`src/rtl/pcie_ingress.sv`:
```
// pcie_ingress: receive-side TLP parser. Captures the 3/4 DWORD header and
// routes CplD payload to the ingress FIFO and 1-DW memory writes to registers.
module pcie_ingress #(
   parameter logic [7:0] CPLD_TYPE  = 8'h4A,
   parameter logic [7:0] CPL_TYPE   = 8'h0A,
   parameter logic [7:0] MWR32_TYPE = 8'h40,
   parameter logic [7:0] MWR64_TYPE = 8'h60
) (
   input  logic        clk,
   input  logic        rst,
   input  logic [31:0] i_axi_ingress_data,
   input  logic [3:0]  i_axi_ingress_keep,
   input  logic        i_axi_ingress_last,
   input  logic        i_axi_ingress_valid,
   output logic        o_axi_ingress_ready,
   input  logic        i_fifo_rdy,
   output logic        o_fifo_act,
   input  logic [23:0] i_fifo_size,
   output logic [31:0] o_fifo_data,
   output logic        o_fifo_stb,
   output logic        o_reg_wr_stb,
   output logic [31:0] o_reg_addr,
   output logic [31:0] o_reg_data,
   output logic        o_cmpl_done,
   output logic [7:0]  o_cmpl_tag,
   output logic [2:0]  o_cmpl_status,
   output logic [11:0] o_cmpl_byte_cnt,
   output logic        o_unsupported,
   output logic        o_pkt_error
);

   typedef enum logic [2:0] {
      S_IDLE, S_HDR, S_WAIT_FIFO, S_DATA, S_REG_DATA, S_DRAIN
   } state_t;

   state_t      state_q, state_d;
   logic [1:0]  idx_q, idx_d;
   logic [7:0]  type_q, type_d;
   logic [9:0]  len_q, len_d;
   logic [2:0]  hsts_q, hsts_d;
   logic [11:0] hbc_q, hbc_d;
   logic [31:0] hdr2_q, hdr2_d;
   logic [31:0] hdr3_q, hdr3_d;
   logic [23:0] fifo_cnt_q, fifo_cnt_d;
   logic [10:0] data_cnt_q, data_cnt_d;
   logic        act_q, act_d;
   logic [31:0] fifo_data_q, fifo_data_d;
   logic        fifo_stb_q, fifo_stb_d;
   logic        reg_wr_q, reg_wr_d;
   logic [31:0] reg_addr_q, reg_addr_d;
   logic [31:0] reg_data_q, reg_data_d;
   logic        cmpl_done_q, cmpl_done_d;
   logic [7:0]  tag_q, tag_d;
   logic [2:0]  sts_q, sts_d;
   logic [11:0] bc_q, bc_d;
   logic        unsup_q, unsup_d;
   logic        err_q, err_d;

   logic        ready_c;
   logic        acc;
   logic [31:0] beat;
   logic        last;
   logic [1:0]  last_idx;
   logic [10:0] len_dw;
   logic [10:0] dc1;
   logic [23:0] fc1;
   logic        unused_keep;

   assign unused_keep = ^i_axi_ingress_keep;
   assign beat     = i_axi_ingress_data;
   assign last     = i_axi_ingress_last;
   assign acc      = i_axi_ingress_valid && ready_c;
   assign last_idx = type_q[5] ? 2'd3 : 2'd2;
   // a zero length field encodes 1024 DWORDs
   assign len_dw   = {~|len_q, len_q};
   assign dc1      = data_cnt_q + 11'd1;
   assign fc1      = fifo_cnt_q + 24'd1;

   always_ff @(posedge clk or posedge rst) begin
      if (rst) begin
         state_q     <= S_IDLE;
         idx_q       <= '0;
         type_q      <= '0;
         len_q       <= '0;
         hsts_q      <= '0;
         hbc_q       <= '0;
         hdr2_q      <= '0;
         hdr3_q      <= '0;
         fifo_cnt_q  <= '0;
         data_cnt_q  <= '0;
         act_q       <= 1'b0;
         fifo_data_q <= '0;
         fifo_stb_q  <= 1'b0;
         reg_wr_q    <= 1'b0;
         reg_addr_q  <= '0;
         reg_data_q  <= '0;
         cmpl_done_q <= 1'b0;
         tag_q       <= '0;
         sts_q       <= '0;
         bc_q        <= '0;
         unsup_q     <= 1'b0;
         err_q       <= 1'b0;
      end else begin
         state_q     <= state_d;
         idx_q       <= idx_d;
         type_q      <= type_d;
         len_q       <= len_d;
         hsts_q      <= hsts_d;
         hbc_q       <= hbc_d;
         hdr2_q      <= hdr2_d;
         hdr3_q      <= hdr3_d;
         fifo_cnt_q  <= fifo_cnt_d;
         data_cnt_q  <= data_cnt_d;
         act_q       <= act_d;
         fifo_data_q <= fifo_data_d;
         fifo_stb_q  <= fifo_stb_d;
         reg_wr_q    <= reg_wr_d;
         reg_addr_q  <= reg_addr_d;
         reg_data_q  <= reg_data_d;
         cmpl_done_q <= cmpl_done_d;
         tag_q       <= tag_d;
         sts_q       <= sts_d;
         bc_q        <= bc_d;
         unsup_q     <= unsup_d;
         err_q       <= err_d;
      end
   end

   always_comb begin
      state_d     = state_q;
      idx_d       = idx_q;
      type_d      = type_q;
      len_d       = len_q;
      hsts_d      = hsts_q;
      hbc_d       = hbc_q;
      hdr2_d      = hdr2_q;
      hdr3_d      = hdr3_q;
      fifo_cnt_d  = fifo_cnt_q;
      data_cnt_d  = data_cnt_q;
      act_d       = act_q;
      fifo_data_d = fifo_data_q;
      fifo_stb_d  = 1'b0;
      reg_wr_d    = 1'b0;
      reg_addr_d  = reg_addr_q;
      reg_data_d  = reg_data_q;
      cmpl_done_d = 1'b0;
      tag_d       = tag_q;
      sts_d       = sts_q;
      bc_d        = bc_q;
      unsup_d     = 1'b0;
      err_d       = 1'b0;
      unique case (state_q)
         S_IDLE: begin
            if (acc) begin
               type_d = beat[31:24];
               len_d  = beat[9:0];
               idx_d  = 2'd1;
               if (last) err_d = 1'b1;
               else state_d = S_HDR;
            end
         end
         S_HDR: begin
            if (acc) begin
               idx_d = idx_q + 2'd1;
               if (idx_q == 2'd1) begin
                  hsts_d = beat[15:13];
                  hbc_d  = beat[11:0];
               end else if (idx_q == 2'd2) begin
                  hdr2_d = beat;
               end else begin
                  hdr3_d = beat;
               end
               if (idx_q == last_idx) begin
                  // CPL is always a 3-DW header, so the tag is on this beat
                  if (type_q == CPL_TYPE) begin
                     if (last) begin
                        cmpl_done_d = 1'b1;
                        tag_d   = beat[15:8];
                        sts_d   = hsts_q;
                        bc_d    = hbc_q;
                        state_d = S_IDLE;
                     end else begin
                        err_d   = 1'b1;
                        state_d = S_DRAIN;
                     end
                  end else if (type_q == CPLD_TYPE) begin
                     data_cnt_d = '0;
                     state_d    = S_WAIT_FIFO;
                  end else if ((type_q == MWR32_TYPE ||
                                type_q == MWR64_TYPE) &&
                               len_q == 10'd1) begin
                     state_d = S_REG_DATA;
                  end else begin
                     unsup_d = 1'b1;
                     state_d = last ? S_IDLE : S_DRAIN;
                  end
               end else if (last) begin
                  err_d   = 1'b1;
                  state_d = S_IDLE;
               end
            end
         end
         S_WAIT_FIFO: begin
            if (i_fifo_rdy && !act_q) begin
               act_d      = 1'b1;
               fifo_cnt_d = '0;
               state_d    = S_DATA;
            end
         end
         S_DATA: begin
            if (acc) begin
               fifo_data_d = beat;
               fifo_stb_d  = 1'b1;
               fifo_cnt_d  = fc1;
               data_cnt_d  = dc1;
               if (dc1 == len_dw && last) begin
                  cmpl_done_d = 1'b1;
                  tag_d   = hdr2_q[15:8];
                  sts_d   = hsts_q;
                  bc_d    = hbc_q;
                  act_d   = 1'b0;
                  state_d = S_IDLE;
               end else if (dc1 == len_dw) begin
                  err_d   = 1'b1;
                  act_d   = 1'b0;
                  state_d = S_DRAIN;
               end else if (last) begin
                  err_d   = 1'b1;
                  act_d   = 1'b0;
                  state_d = S_IDLE;
               end else if (fc1 == i_fifo_size) begin
                  act_d   = 1'b0;
                  state_d = S_WAIT_FIFO;
               end
            end
         end
         S_REG_DATA: begin
            if (acc) begin
               reg_addr_d = type_q[5] ? hdr3_q : hdr2_q;
               reg_data_d = beat;
               reg_wr_d   = 1'b1;
               if (!last) begin
                  err_d   = 1'b1;
                  state_d = S_DRAIN;
               end else begin
                  state_d = S_IDLE;
               end
            end
         end
         S_DRAIN: begin
            if (acc && last) state_d = S_IDLE;
         end
         default: state_d = S_IDLE;
      endcase
   end

   always_comb begin
      ready_c = 1'b0;
      unique case (state_q)
         S_IDLE, S_HDR, S_REG_DATA, S_DRAIN: ready_c = 1'b1;
         S_DATA: ready_c = act_q && (fifo_cnt_q < i_fifo_size);
         default: ready_c = 1'b0;
      endcase
   end

   // ready is forced low while reset is held so no beat is taken
   assign o_axi_ingress_ready = ready_c & ~rst;
   assign o_fifo_act      = act_q;
   assign o_fifo_data     = fifo_data_q;
   assign o_fifo_stb      = fifo_stb_q;
   assign o_reg_wr_stb    = reg_wr_q;
   assign o_reg_addr      = reg_addr_q;
   assign o_reg_data      = reg_data_q;
   assign o_cmpl_done     = cmpl_done_q;
   assign o_cmpl_tag      = tag_q;
   assign o_cmpl_status   = sts_q;
   assign o_cmpl_byte_cnt = bc_q;
   assign o_unsupported   = unsup_q;
   assign o_pkt_error     = err_q;

endmodule

```
`config.mk`:
```
export PLATFORM = sky130hd
export DESIGN_NAME = pcie_ingress
export DESIGN_NICKNAME = d
export VERILOG_FILES = /design/src/rtl/pcie_ingress.sv
export SDC_FILE = /design/constraint.sdc
export NUM_CORES = 1
export LEC_CHECK = 0
export CAP_MARGIN = 15
export CORE_MARGIN = 5
export CORE_UTILIZATION = 55
export CTS_BUF_LIST = sky130_fd_sc_hd__clkbuf_8
export CTS_CLUSTER_DIAMETER = 50
export DETAILED_ROUTE_END_ITERATION = 7
export GPL_ROUTABILITY_DRIVEN = 0
export PLACE_DENSITY = 0.92
export REMOVE_ABC_BUFFERS = 1
export SYNTH_ARGS = -nofsm -noshare
export SYNTH_HDL_FRONTEND = slang
export SYNTH_SLANG_ARGS = --single-unit
```
`constraint.sdc`:
```
create_clock -name clk -period 9.8 [get_ports clk]
set_input_delay 1.47 -clock clk [delete_from_list [all_inputs] [get_ports clk]]
set_output_delay 1.47 -clock clk [all_outputs]
set_load 0.02 [all_outputs]
```
==> summary.md <==
| Metric | Value |
|---|---|
| Status | `complete, no violations` |
| Initial DRC count | `618` |
| Slew HR | `27.7%` |
| Crit path kind | `in -> out` |
| Final #Nets | `1374` |
| Share of flip-flops with an asynchronous set or reset | `100%` |
| Hold Fails Final Rpt | `0` |
| Buffers on Ports | `186` |
| Post-Route Setup TNS | `0 ps` |
| Post-synth cell types | `75` |
| HPWL Detailed | `20.3 mm` |
| H-tree Lvls | `2` |
| Worst Max-Slew Pin Slew | `1080 ps` |
| Area delta synth->final | `23.3%` |
| Pre-antenna DRT Iters | `5` |
| Top_reg_cell synth | `dfrtp_1` |
| Wirelength per Cell | `19.9 um` |
| Vias in the first global route | `10.0k` |
| First-pass GRT wire length | `53.4 mm` |
| Post-CTS sizing | `0` |
| Total power draw | `4.67 mW` |
| Clock latency on the worst-skew pair | `550 ps` |
| Count of pins over their slew limit | `0` |
| CTS Buf Count | `42` |
| Critical Path Source Type | `primary input` |
| Crit-path max FO | `17` |
| PD cells | `294 nW/um2` |
| Largest net degree at the start of global routing | `143` |
| Mapped Avg Cell Area | `11.7 um2` |
| Worst EP required | `8330 ps` |
| CP dominant cell by count | `clkdlybuf4s50_1` |
| RSZ-0062 raised after global routing | `no` |
| Core area | `23300 um2` |
| Antenna Cells | `0` |
| CTS tree | `yes` |
| Vias | `9395` |
| Post-Syn Instances | `1101` |
| Critical Path Sink Type | `output pin` |
| Fillers | `1649` |
| P_leak | `7.12 nW` |
| Post-synthesis sequential area ratio | `50.9%` |
| Number of synthesized register bits | `262` |
| VDD IR max | `0.240 mV` |
| Drc violations | `0` |
| Worst endpoint data arrival time | `4500 ps` |
| Reg clk slew, reported paths | `60 ps` |
| Share of layout cells above drive strength 1 | `22.1%` |
| Ports | `191` |
| Initial antenna violation count | `0` |
| Post-place instance area | `14900 um2` |
| Hold Buf Count CTS | `0` |
| Skew final | `30.9 ps` |
| Peak Freq | `0.168 GHz` |
| Tot GR Track Use | `24.8%` |
| EDFF count, synth | `0` |
| Fin crit period | `5970 ps` |
| Hold crit path type | `reg -> reg` |
| Clock Tree Root | `clkbuf_8` |
| Die extent in y | `163 um` |
| Final Cycle Share | `60.9%` |
| # rows | `56` |
| CP peak stage delay | `550 ps` |
| Grt total ovfl | `0` |
| Syn. warnings | `0` |
| CP Cell Sequence | `clkdlybuf4s50_1 -> inv_1 -> ha_1 -> nand4_1 -> nor4_1 -> o41a_1 -> buf_4 -> o21a_1 -> nor2_1 -> clkdlybuf4s50_1` |
| Finished Core Util | `68.2%` |
| Die W | `163 um` |
| Max cap viols | `0` |
| Final setup fails | `0` |
| Placed Cells | `1552` |
| Via density | `5.77` |
| Starting density of the core | `55.3%` |
| CP max-delay cell | `clkdlybuf4s50_1` |
| Final cell count without fillers | `1629` |
| ANT nets after route | `0` |
| Full die area | `26600 um2` |
| CTS Buffer Depth | `3` |
| Syn Std Cell Area | `12900 um2` |
| Post-CTS setup buffer count | `0` |
| Clock net sink count | `262` |
| Final Instance Area | `15900 um2` |
| Total Routed Length | `32.3 mm` |
==> cells in the mapped netlist, types with 5 or more instances <==
cell type | n | area (um2)
a211oi_1 | 6 | 45.0
a21oi_1 | 65 | 325
a31oi_1 | 12 | 75.1
and3_1 | 10 | 62.6
and4_1 | 5 | 43.8
buf_1 | 8 | 30.0
buf_2 | 9 | 45.0
buf_4 | 9 | 67.6
buf_6 | 5 | 56.3
clkbuf_1 | 30 | 113
dfrtp_1 | 262 | 6560
ha_1 | 32 | 400
inv_1 | 40 | 150
mux2_2 | 184 | 2070
mux2i_1 | 53 | 531
nand2_1 | 63 | 236
nand2b_1 | 6 | 37.5
nand3_1 | 31 | 155
nand4_1 | 14 | 87.6
nor2_1 | 60 | 225
nor2b_1 | 6 | 37.5
nor3_1 | 19 | 95.1
nor4_1 | 11 | 68.8
o21ai_0 | 22 | 110
o21ai_1 | 5 | 25.0
or3_1 | 13 | 81.3
xnor2_1 | 33 | 289
xor2_1 | 13 | 114
==> report_power, final <==
| group | switching (mW) | internal (mW) | total (mW) | leakage, nW |
|---|---|---|---|---|
| clock | 0.435 | 0.607 | 1.04 | 0.532 |
| combinational | 0.900 | 0.907 | 1.81 | 3.28 |
| sequential | 0.322 | 1.50 | 1.83 | 3.30 |
==> layout by cell type, fill, tap and decap left out, types with 11 or more instances in the layout <==
cell type / count
inv_1: 45
a31oi_1: 12
or3_1: 13
nor3_1: 19
nor2_1: 60
ha_1: 32
a21oi_1: 65
mux2i_1: 53
xor2_1: 13
mux2_2: 184
nor4_1: 11
clkdlybuf4s50_1: 186
nand4_1: 14
clkbuf_8: 61
dfrtp_1: 261
nand2_1: 62
xnor2_1: 33
nand3_1: 31
o21ai_0: 22
==> through the flow <==
step | hold slack (ps) | worst slack [ps]
floorplan | 470 | 1120
global placement | 482 | 3870
detailed placement | 489 | 3880
CTS | 505 | 3850
global route | 510 | 3640
finish | 504 | 3830
==> state kept, by name (all words and copies together) (netlist names) <==
register,cells
type_q,8
o_pkt_error,1
idx_q,2
o_cmpl_status,3
o_cmpl_tag,8
o_fifo_act,1
hdr3_q,32
o_cmpl_done,1
state_q,3
len_q,10
o_cmpl_byte_cnt,12
hbc_q,12
hdr2_q,32
o_fifo_stb,1
o_reg_data,32
o_reg_addr,32
fifo_cnt_q,24
o_reg_wr_stb,1
o_fifo_data,32
data_cnt_q,11
hsts_q,3
o_unsupported,1
==> routing by layer <==
metal  vias to the layer above  GRT usage (%)  wire length (um)
met5                         -              0                 0
met4                         0           5.68               650
met3                        57           6.15              2580
met2                       352           42.9             16200
met1                      4667           31.6             12900
li1                       4319              -                 -
==> worst max-delay path: cells and delay by family <==
| family | cells | cell delay [ps] |
|---|---|---|
| buffers and inverters | 4 | 1370 |
| and+or+nand+nor | 3 | 700 |
| AOI/OAI and AO/OA | 2 | 620 |
| adders and majority gates | 1 | 310 |
==> area by class of cell <==
| type | count | area, um2 | share of cell area (%) |
|---|---|---|---|
| clock buffers | 61 | 840 | 5.29 |
| clock inverters | 16 | 134 | 0.843 |
| inverters | 41 | 161 | 1.02 |
| multi-input cells | 737 | 5870 | 37.0 |
| flip-flops and latches | 262 | 6560 | 41.3 |
| well taps | 319 | 399 | 2.51 |
| repair buffers | 193 | 1910 | 12.1 |
==> final timing paths <==
path,start,to,slack [ps],depth (start not counted)
worst min-delay path,o_fifo_data[26],o_fifo_data[26],500,1
worst min register to register,o_fifo_data[26],o_fifo_data[26],500,1
worst max-delay path,i_fifo_size[19],o_axi_ingress_ready,3830,10
min in group asynchronous,rst,o_cmpl_tag[4],1580,2
worst max register to register,state_q[1],state_q[2],5610,8
max in group asynchronous,rst,hdr2_q[16],6790,3
==> cells by family (layout without fill, tap and decap cells) <==
group | Yosys count | after routing | synth area share (%)
AOI/OAI and AO/OA | 152 | 152 | 7.44
xor gates and xnor gates | 47 | 47 | 3.26
adders and majority gates | 32 | 32 | 3.11
buffers and inverters | 102 | 311 | 3.62
DFF | 262 | 262 | 50.9
muxes | 240 | 240 | 20.6
and+or+nand+nor | 266 | 266 | 11.1
(Power assumes the default switching activity.)
